## src/rtl/tl_source_tracker.sv

```systemverilog
// tl_source_tracker
// Protocol-checker front end for one TileLink-UL link. Tracks outstanding
// source IDs and counts burst beats on the A and D channels. Raises one-cycle
// registered violation strobes together with the offending source ID.
// Monitor only: every port except the outputs is sampled, nothing is driven.
//
// Ports
//   clock, reset_n         sampling clock, async active-low reset
//   a_valid/a_ready        A handshake (fire = both high)
//   a_opcode/source/size   A request fields
//   d_valid/d_ready        D handshake (fire = both high)
//   d_opcode/source/size   D response fields
//   err_dup                A first beat reused a source already in flight
//   err_orphan             D first beat used a source not in flight
//   err_beat               source/opcode/size changed mid-burst on A or D
//   err_source             source of the highest-priority strobe (0 if none)
//   inflight               one bit per outstanding source
//   busy                   OR-reduction of inflight
module tl_source_tracker #(
  parameter int unsigned SOURCE_BITS   = 4,
  parameter int unsigned SIZE_BITS     = 3,
  parameter int unsigned LG_BEAT_BYTES = 3
) (
  input  logic                         clock,
  input  logic                         reset_n,
  input  logic                         a_valid,
  input  logic                         a_ready,
  input  logic [2:0]                   a_opcode,
  input  logic [SOURCE_BITS-1:0]       a_source,
  input  logic [SIZE_BITS-1:0]         a_size,
  input  logic                         d_valid,
  input  logic                         d_ready,
  input  logic [2:0]                   d_opcode,
  input  logic [SOURCE_BITS-1:0]       d_source,
  input  logic [SIZE_BITS-1:0]         d_size,
  output logic                         err_dup,
  output logic                         err_orphan,
  output logic                         err_beat,
  output logic [SOURCE_BITS-1:0]       err_source,
  output logic [(1<<SOURCE_BITS)-1:0]  inflight,
  output logic                         busy
);

  localparam int unsigned NUM_SRC = 1 << SOURCE_BITS;
  localparam int unsigned CW      = SIZE_BITS + 1;
  // Wide enough to hold 2^(max size) before truncation to the counter width.
  localparam int unsigned BW      = (1 << SIZE_BITS) + 1;

  localparam logic [2:0] OP_PUT_FULL    = 3'd0;
  localparam logic [2:0] OP_PUT_PARTIAL = 3'd1;
  localparam logic [2:0] OP_ACK_DATA    = 3'd1;

  // Number of beats minus one for a message of the given size.
  function automatic logic [CW-1:0] calc_beats_m1(input logic               data,
                                                  input logic [SIZE_BITS-1:0] size);
    logic [BW-1:0] beats;
    if (data && (size > SIZE_BITS'(LG_BEAT_BYTES))) begin
      beats = BW'(1) << (size - SIZE_BITS'(LG_BEAT_BYTES));
    end else begin
      beats = BW'(1);
    end
    return CW'(beats - BW'(1));
  endfunction

  // State registers.
  logic [CW-1:0]          a_cnt, a_cnt_n;
  logic [CW-1:0]          d_cnt, d_cnt_n;
  logic [2:0]             a_lat_op, a_lat_op_n;
  logic [SOURCE_BITS-1:0] a_lat_src, a_lat_src_n;
  logic [SIZE_BITS-1:0]   a_lat_size, a_lat_size_n;
  logic [CW-1:0]          a_lat_bm1, a_lat_bm1_n;
  logic [2:0]             d_lat_op, d_lat_op_n;
  logic [SOURCE_BITS-1:0] d_lat_src, d_lat_src_n;
  logic [SIZE_BITS-1:0]   d_lat_size, d_lat_size_n;
  logic [CW-1:0]          d_lat_bm1, d_lat_bm1_n;
  logic [NUM_SRC-1:0]     inflight_n;
  logic                   err_dup_n, err_orphan_n, err_beat_n;
  logic [SOURCE_BITS-1:0] err_source_n;

  // Per-beat decode.
  logic          a_fire, a_first, a_last, a_beat_err;
  logic          d_fire, d_first, d_last, d_beat_err;
  logic [CW-1:0] a_bm1, d_bm1;
  logic          d_clear_same;

  // Beat tracking on the A channel.
  always_comb begin
    a_fire       = a_valid & a_ready;
    a_first      = a_fire && (a_cnt == '0);
    a_bm1        = a_first
                   ? calc_beats_m1((a_opcode == OP_PUT_FULL) || (a_opcode == OP_PUT_PARTIAL), a_size)
                   : a_lat_bm1;
    a_last       = a_fire && (a_cnt == a_bm1);
    a_beat_err   = a_fire && !a_first &&
                   ((a_opcode != a_lat_op) || (a_source != a_lat_src) || (a_size != a_lat_size));
    a_cnt_n      = a_cnt;
    a_lat_op_n   = a_lat_op;
    a_lat_src_n  = a_lat_src;
    a_lat_size_n = a_lat_size;
    a_lat_bm1_n  = a_lat_bm1;
    if (a_fire) begin
      a_cnt_n = a_last ? '0 : a_cnt + CW'(1);
    end
    if (a_first) begin
      a_lat_op_n   = a_opcode;
      a_lat_src_n  = a_source;
      a_lat_size_n = a_size;
      a_lat_bm1_n  = a_bm1;
    end
  end

  // Beat tracking on the D channel.
  always_comb begin
    d_fire       = d_valid & d_ready;
    d_first      = d_fire && (d_cnt == '0);
    d_bm1        = d_first ? calc_beats_m1(d_opcode == OP_ACK_DATA, d_size) : d_lat_bm1;
    d_last       = d_fire && (d_cnt == d_bm1);
    d_beat_err   = d_fire && !d_first &&
                   ((d_opcode != d_lat_op) || (d_source != d_lat_src) || (d_size != d_lat_size));
    d_cnt_n      = d_cnt;
    d_lat_op_n   = d_lat_op;
    d_lat_src_n  = d_lat_src;
    d_lat_size_n = d_lat_size;
    d_lat_bm1_n  = d_lat_bm1;
    if (d_fire) begin
      d_cnt_n = d_last ? '0 : d_cnt + CW'(1);
    end
    if (d_first) begin
      d_lat_op_n   = d_opcode;
      d_lat_src_n  = d_source;
      d_lat_size_n = d_size;
      d_lat_bm1_n  = d_bm1;
    end
  end

  // Source tracking and violation strobes. A D last beat releasing the same
  // source an A first beat claims is a legal handoff: clear, then set.
  always_comb begin
    d_clear_same = d_last && (d_source == a_source);
    inflight_n   = inflight;
    if (d_last) begin
      inflight_n[d_source] = 1'b0;
    end
    if (a_first) begin
      inflight_n[a_source] = 1'b1;
    end
    err_dup_n    = a_first && inflight[a_source] && !d_clear_same;
    err_orphan_n = d_first && !inflight[d_source];
    err_beat_n   = a_beat_err || d_beat_err;
    err_source_n = '0;
    if (err_dup_n) begin
      err_source_n = a_source;
    end else if (err_orphan_n) begin
      err_source_n = d_source;
    end else if (a_beat_err) begin
      err_source_n = a_lat_src;
    end else if (d_beat_err) begin
      err_source_n = d_lat_src;
    end
  end

  // State and output registers.
  always_ff @(posedge clock or negedge reset_n) begin
    if (!reset_n) begin
      a_cnt      <= '0;
      d_cnt      <= '0;
      a_lat_op   <= '0;
      a_lat_src  <= '0;
      a_lat_size <= '0;
      a_lat_bm1  <= '0;
      d_lat_op   <= '0;
      d_lat_src  <= '0;
      d_lat_size <= '0;
      d_lat_bm1  <= '0;
      inflight   <= '0;
      busy       <= 1'b0;
      err_dup    <= 1'b0;
      err_orphan <= 1'b0;
      err_beat   <= 1'b0;
      err_source <= '0;
    end else begin
      a_cnt      <= a_cnt_n;
      d_cnt      <= d_cnt_n;
      a_lat_op   <= a_lat_op_n;
      a_lat_src  <= a_lat_src_n;
      a_lat_size <= a_lat_size_n;
      a_lat_bm1  <= a_lat_bm1_n;
      d_lat_op   <= d_lat_op_n;
      d_lat_src  <= d_lat_src_n;
      d_lat_size <= d_lat_size_n;
      d_lat_bm1  <= d_lat_bm1_n;
      inflight   <= inflight_n;
      busy       <= |inflight_n;
      err_dup    <= err_dup_n;
      err_orphan <= err_orphan_n;
      err_beat   <= err_beat_n;
      err_source <= err_source_n;
    end
  end

endmodule

```

## config.mk

```make
export PLATFORM = sky130hd
export DESIGN_NAME = tl_source_tracker
export DESIGN_NICKNAME = d
export VERILOG_FILES = /design/src/rtl/tl_source_tracker.sv
export SDC_FILE = /design/constraint.sdc
export NUM_CORES = 1
export LEC_CHECK = 0
export ABC_AREA = 0
export CAP_MARGIN = 20
export CORE_MARGIN = 2
export CORE_UTILIZATION = 40
export CTS_BUF_LIST = sky130_fd_sc_hd__clkbuf_4 sky130_fd_sc_hd__clkbuf_8 sky130_fd_sc_hd__clkbuf_16
export DETAILED_ROUTE_END_ITERATION = 6
export GPL_ROUTABILITY_DRIVEN = 0
export GPL_TIMING_DRIVEN = 0
export PLACE_DENSITY_LB_ADDON = 0.08
export SYNTH_ARGS = -nofsm -noshare
export SYNTH_HDL_FRONTEND = slang
export SYNTH_SLANG_ARGS = --single-unit
```

## constraint.sdc

```tcl
create_clock -name clock -period 4.9 [get_ports clock]
set_clock_uncertainty 0.1 [all_clocks]
set_input_delay 0.98 -clock clock [delete_from_list [all_inputs] [get_ports clock]]
set_output_delay 0.98 -clock clock [all_outputs]
set_load 0.1 [all_outputs]
```

==> summary.md, run 1 <==
| Metric | Value |
|---|---|
| Outcome | `finished clean` |
| Max Root-Sink Buffers | `2` |
| Row count | `35` |
| Initial DRC count | `97` |
| DRT Wirelength | `9340 um` |
| Min cycle time layout | `4.73 ns` |
| # clock sinks | `60` |
| I/O pins | `50` |
| Ant diodes | `0` |
| DR pass1 iterations | `4` |
| Crit end category | `flop` |
| First-pass GRT wire length | `15,300 um` |
| Slew Limit Fails | `0` |
| Most frequent cells in the layout | `dfrtp_1, clkdlybuf4s50_1, nor2_1, nand2_1, xor2_1` |
| Post-synth ARST share | `1.00` |
| Clk slew on worst S/H paths | `0.07 ns` |
| Via density | `5.65` |
| R2R Path Start | `d_cnt[0]$_DFFE_PN0P_` |
| Commonest non-fill, non-tap cell in the layout | `dfrtp_1` |
| EDFF count, synth | `0` |
| WL/cell | `17.6 um` |
| Final Hold Fails | `0` |
| CP max FO | `8` |
| Yosys reg bits | `60` |
| Largest net degree at the start of global routing | `35` |
| Mapped Cells | `355` |
| Remaining global-route overflow | `0` |
| Met1 wire length | `4430 um` |
| Synth Flop Type | `dfrtp_1` |
| CP startpoint kind | `primary input` |
| Register area share after synthesis | `0.407` |
| Met3 WL post-DR | `412 um` |
| Top layer in use | `met4` |
| Crit share post-route | `0.965` |
| Hold wc startpoint | `d_lat_size[2]$_DFFE_PN0P_` |
| Worst-Margin Slew | `0.975 ns` |
| R2R setup slack | `1.56 ns` |
| Syn-to-layout area delta | `24.3%` |
| Number of CTS-inserted buffers | `9` |
| Lkg Pwr | `1.91 nW` |
| Vias in the first global route | `3,023` |
| Setup repair after global routing missed its margin | `no` |
| Critical R2R Capture | `busy$_DFF_PN0_` |
| Initial antenna violation count | `0` |
| Max Fclk | `212 MHz` |
| CP arrival | `4.84 ns` |
| GRT Util Overall | `0.196` |
| Initial Util | `0.405` |
| Final ANT Viol Nets | `0` |
| # fillers | `840` |
| Worst VDD drop | `419 uV` |
| Setup tns final | `0 ns` |
| Final WS setup | `0.173 ns` |
| # setup viols final | `0` |
| Ratio of cells with drive above 1 in the final layout | `0.181` |
| DRC errors left | `0` |
| IO buf count | `45` |
| Worst-Skew Late Latency | `0.33 ns` |
| Met2 Wirelength | `4340 um` |
| WHS Endpoint | `d_lat_size[2]$_DFFE_PN0P_` |
| Root Driver | `clkbuf_8` |
| Yosys warns | `0` |
| Worst Path Required | `5.01 ns` |
| Final core occ | `0.503` |
| Detail Placement HPWL | `6960 um` |
| Core area | `0.00911 mm2` |
| Synth Cell Area | `0.00369 mm2` |
| Power per cell area | `647 mW/mm2` |
| R2R depth | `10` |
| Hold path cells | `2` |
| Dpl ws | `-0.685 ns` |
| Yosys cell types | `57` |
| WS Path Type | `primary input to flop` |
| Layout Nets | `448` |
| Max-cap viol count | `0` |
| Htree depth | `3` |
| Die width | `100 um` |
| Slew headroom | `0.348` |
| Via Count | `2,993` |
| Die area | `0.0100 mm2` |
| Post-Syn Nets | `389` |
| CTS tree | `done` |
| Worst hold-check path type | `flop to flop` |
| Syn_area_per_cell | `10.4 um2` |
| Die span in y | `100 um` |
==> synth_stat cells (all sizes together), types with 5 or more instances <==
| master | instances | area, um2 |
|---|---|---|
| o21ai | 13 | 65.1 |
| nor2 | 26 | 97.6 |
| clkbuf | 11 | 41.3 |
| nand4 | 8 | 50.1 |
| o31ai | 5 | 37.5 |
| inv | 13 | 48.8 |
| xor2 | 19 | 166 |
| nand2 | 26 | 97.6 |
| buf | 7 | 36.3 |
| mux2i | 6 | 60.1 |
| xnor2 | 14 | 123 |
| and2 | 5 | 31.3 |
| ha | 8 | 100 |
| a21oi | 21 | 128 |
| dfrtp | 60 | 1500 |
| mux4 | 10 | 225 |
| nor3 | 6 | 30.0 |
| mux2 | 19 | 225 |
| nor4 | 21 | 138 |
| nand2b | 6 | 37.5 |
==> cell type report <==
| class | count | area [um2] | share of cell area |
|---|---|---|---|
| buffer | 18 | 78.8 | 0.0172 |
| clock buffer | 12 | 165 | 0.0361 |
| clock inverter | 4 | 70.1 | 0.0153 |
| inverter | 14 | 57.6 | 0.0126 |
| multi-input combinational | 263 | 2090 | 0.456 |
| sequential | 60 | 1500 | 0.328 |
| tap | 111 | 139 | 0.0303 |
| timing repair buffer | 48 | 480 | 0.105 |
==> layer usage <==
metal	vias up	track usage
met4	0	0.0685
met5	-	0
met2	96	0.313
met1	1470	0.262
li1	1417	-
met3	10	0.0446
==> stage by stage <==
| stage | hold slack (ns) | cells | total power [mW] | cell area (um2) |
|---|---|---|---|---|
| 3_5_place_dp | 0.390 | 512 | 2.42 | 4290 |
| 5_1_grt | 0.428 | 530 | 3.13 | 4580 |
| 2_1_floorplan | 0.364 | 355 | 2.03 | 3690 |
| 4_1_cts | 0.406 | 530 | 2.98 | 4570 |
| 6_report | 0.402 | 530 | 2.96 | 4580 |
| 3_3_place_gp | 0.385 | 511 | 2.40 | 4280 |
==> kinds of logic (layout without fill, tap and decap cells) <==
logic type      count (synthesis)  after routing  share of synthesized area
xor+xnor                       33             33                     0.0784
buf+inv                        32             96                     0.0367
flops                          60             60                      0.407
mux                            35             35                      0.138
compound gates                 61             61                      0.119
simple gates                  126            126                      0.192
fa+ha+maj                       8              8                     0.0272
==> worst max-delay path by stage <==
stage,from,end,slack (ns),cells after the start
finish,d_size[0],err_source[3]$_DFF_PN0_,0.17,12
global route,d_size[0],busy$_DFF_PN0_,0.08,14
global placement,d_size[0],busy$_DFF_PN0_,-0.70,14
detailed placement,d_size[0],busy$_DFF_PN0_,-0.69,14
CTS,d_size[2],err_source[3]$_DFF_PN0_,0.02,12
floorplan,d_size[0],err_source[0]$_DFF_PN0_,0.40,11
==> power breakdown <==
group | internal, mW | total, mW | switching, mW
logic | 0.522 | 1.55 | 1.03
clock network | 0.327 | 0.527 | 0.200
registers | 0.703 | 0.887 | 0.184
total | 1.55 | 2.96 | 1.41
==> registers in the layout (all words and copies together) (netlist names), 3 cells and up <==
name / cells
inflight: 16
a_lat_size: 3
d_lat_bm1: 4
a_lat_op: 3
d_lat_size: 3
d_cnt: 4
err_source: 4
a_cnt: 4
d_lat_src: 4
a_lat_bm1: 4
d_lat_op: 3
a_lat_src: 4
==> repair_timing <==
action	in CTS	in global routing
setup endpoints to repair	15	5
setup buffers	2	0
cloned	0	0
gates resized for setup	7	3
pin swaps	1	2
hold buffers	0	0
==> worst max-delay path: stages <==
cell and delay, ns:
dlygate4sd2_1 0.31, and2_1 0.19, ha_1 0.17, or4b_4 0.54, or2_4 0.29, or3_2 0.45, ha_1 0.32, or4_1 0.58
nand3_4 0.17, and2b_4 0.24, a21oi_4 0.24, mux2_4 0.34
Note: power is estimated with default switching activity, not from simulation.
==> inputs of run 2 (changes only) <==
CORE_UTILIZATION = 60   (was 40)
HOLD_SLACK_MARGIN = 0.03   (was default)
==> run 2 against run 1 <==
Compared with the run above:
- via count increased by 5.0%
- core utilization rose by 27 points
- cell area decreased by 0.33%
- critical path depth rose by 1
- cell count down 6.8%
- worst hold slack better by 0.0014 ns
- sequential share of layout area grew 0.11 points
- setup slack improved by 0.034 ns
- clock power grew 8.5%
- fmax up 0.73%
- sequential power rose by 0.6%
- sequential cell count unchanged
==> summary.md, run 2 (same netlist as run 1, synthesis figures left out) <==
| Metric | Value |
|---|---|
| Outcome | `finished clean` |
| Setup repair after global routing missed its margin | `no` |
| Critical R2R Capture | `busy$_DFF_PN0_` |
| CP startpoint kind | `primary input` |
| Worst-Margin Slew | `0.983 ns` |
| Slew Limit Fails | `0` |
| Initial antenna violation count | `0` |
| Remaining global-route overflow | `0` |
| I/O pins | `50` |
| DP Cell Count | `476` |
| R2R Path Start | `d_cnt[0]$_DFFE_PN0P_` |
| Tot Pwr | `3.03 mW` |
| Htree depth | `3` |
| Detail Placement HPWL | `6600 um` |
| Slew headroom | `0.343` |
| Initial DRC count | `248` |
| Max Fclk | `213 MHz` |
| Number of CTS-inserted buffers | `9` |
| Initial Util | `0.623` |
| Worst Setup SP | `d_size[0]` |
| Min cycle time layout | `4.69 ns` |
| Crit share post-route | `0.958` |
| Final Hold Fails | `0` |
| Ratio of cells with drive above 1 in the final layout | `0.186` |
| DRC errors left | `0` |
| Top reg by flops | `inflight` |
| # setup viols final | `0` |
| Die width | `82.4 um` |
| Power per cell area | `663 mW/mm2` |
| R2R setup slack | `1.48 ns` |
| Crit end category | `flop` |
| Lkg Pwr | `1.93 nW` |
| R2R depth | `10` |
| Setup crit end | `err_source[0]$_DFF_PN0_` |
| Worst-Skew Late Latency | `0.35 ns` |
| Vias in the first global route | `3,014` |
| Most frequent cells in the layout | `dfrtp_1, clkdlybuf4s50_1, nor2_1, nand2_1, xor2_1` |
| GRT Util Overall | `0.290` |
| CTS tree | `done` |
| Ant diodes | `0` |
| Max-cap viol count | `0` |
| Core area | `0.00592 mm2` |
| Final ANT Viol Nets | `0` |
| Fin cells | `494` |
| Worst VDD drop | `633 uV` |
| Final core occ | `0.771` |
| WL/cell | `18.7 um` |
| Commonest non-fill, non-tap cell in the layout | `dfrtp_1` |
| DRT Wirelength | `9230 um` |
| Layout Nets | `448` |
| Die span in y | `82.4 um` |
| Worst Path Required | `5.03 ns` |
| WHS | `0.403 ns` |
| Largest net degree at the start of global routing | `33` |
| CP max FO | `8` |
| DR pass1 iterations | `7` |
| Root Driver | `clkbuf_8` |
| # clock sinks | `60` |
| Max Root-Sink Buffers | `2` |
| Max reg flops | `16` |
| Worst hold-check path type | `flop to flop` |
| Via density | `6.36` |
| Clk slew on worst S/H paths | `0.07 ns` |
| Via Count | `3,144` |
| Syn-to-layout area delta | `23.9%` |
| # hold bufs at CTS | `0` |
| WS Path Type | `primary input to flop` |
| CP arrival | `4.82 ns` |
| First-pass GRT wire length | `14,500 um` |
| IO buf count | `45` |
| Row count | `28` |
| Hold path cells | `2` |
| Die area | `0.00679 mm2` |
## run 2: critical path, cell delays in order
cell and delay (ns):
dlygate4sd2_1 0.31, and2_1 0.19, ha_1 0.18, or4b_4 0.55, or2_4 0.29, or3_2 0.46
ha_1 0.22, or4_4 0.55, a21oi_4 0.21, a211oi_4 0.11, and2b_4 0.23, a21oi_4 0.23
mux2_4 0.32
## run 2: report_power, final
| group | leakage [nW] | switching [mW] | internal (mW) |
|---|---|---|---|
| combinational | 1.03 | 1.04 | 0.524 |
| clock | 0.130 | 0.201 | 0.371 |
| sequential | 0.768 | 0.188 | 0.703 |
## run 2: per-stage QoR
step	setup slack, ns	setup TNS, ns	instance area [um2]
after global placement	-0.513	-5.39	4230
after floorplan	0.396	0	3690
after global routing	0.129	0	4570
after detailed placement	-0.562	-6.26	4250
after CTS	0.0378	0	4540
final	0.208	0	4570
## run 2: layout make-up
cell class,count,area (um2)
multi-input combinational,263,2100
sequential,60,1500
fill,373,1360
timing repair buffer,48,484
clock buffer,12,159
clock inverter,4,95.1
tap,75,93.8
buffer,18,78.8
inverter,14,57.6
## run 2: worst min-delay path by stage
stage / start / to
after floorplan: d_lat_bm1[1]$_DFFE_PN0P_ / d_lat_bm1[1]$_DFFE_PN0P_
final: a_lat_bm1[0]$_DFFE_PN0P_ / a_lat_bm1[0]$_DFFE_PN0P_
after detailed placement: d_lat_bm1[1]$_DFFE_PN0P_ / d_lat_bm1[1]$_DFFE_PN0P_
after global routing: d_lat_op[0]$_DFFE_PN0P_ / d_lat_op[0]$_DFFE_PN0P_
after CTS: a_lat_bm1[0]$_DFFE_PN0P_ / a_lat_bm1[0]$_DFFE_PN0P_
after global placement: d_lat_size[2]$_DFFE_PN0P_ / d_lat_size[2]$_DFFE_PN0P_
## run 2: layer usage
layer	track usage	vias to the layer above	routed length, um
met5	0	-	0
met4	0.128	0	229
met3	0.0598	32	646
met2	0.474	149	4480
met1	0.371	1539	3870
li1	-	1424	-
## run 2: repair_timing
action                                  in CTS  in global routing
endpoints found under the setup margin      15                  5
setup buffers                                2                  0
gates resized for setup                      7                  6
pin swaps                                    1                  0
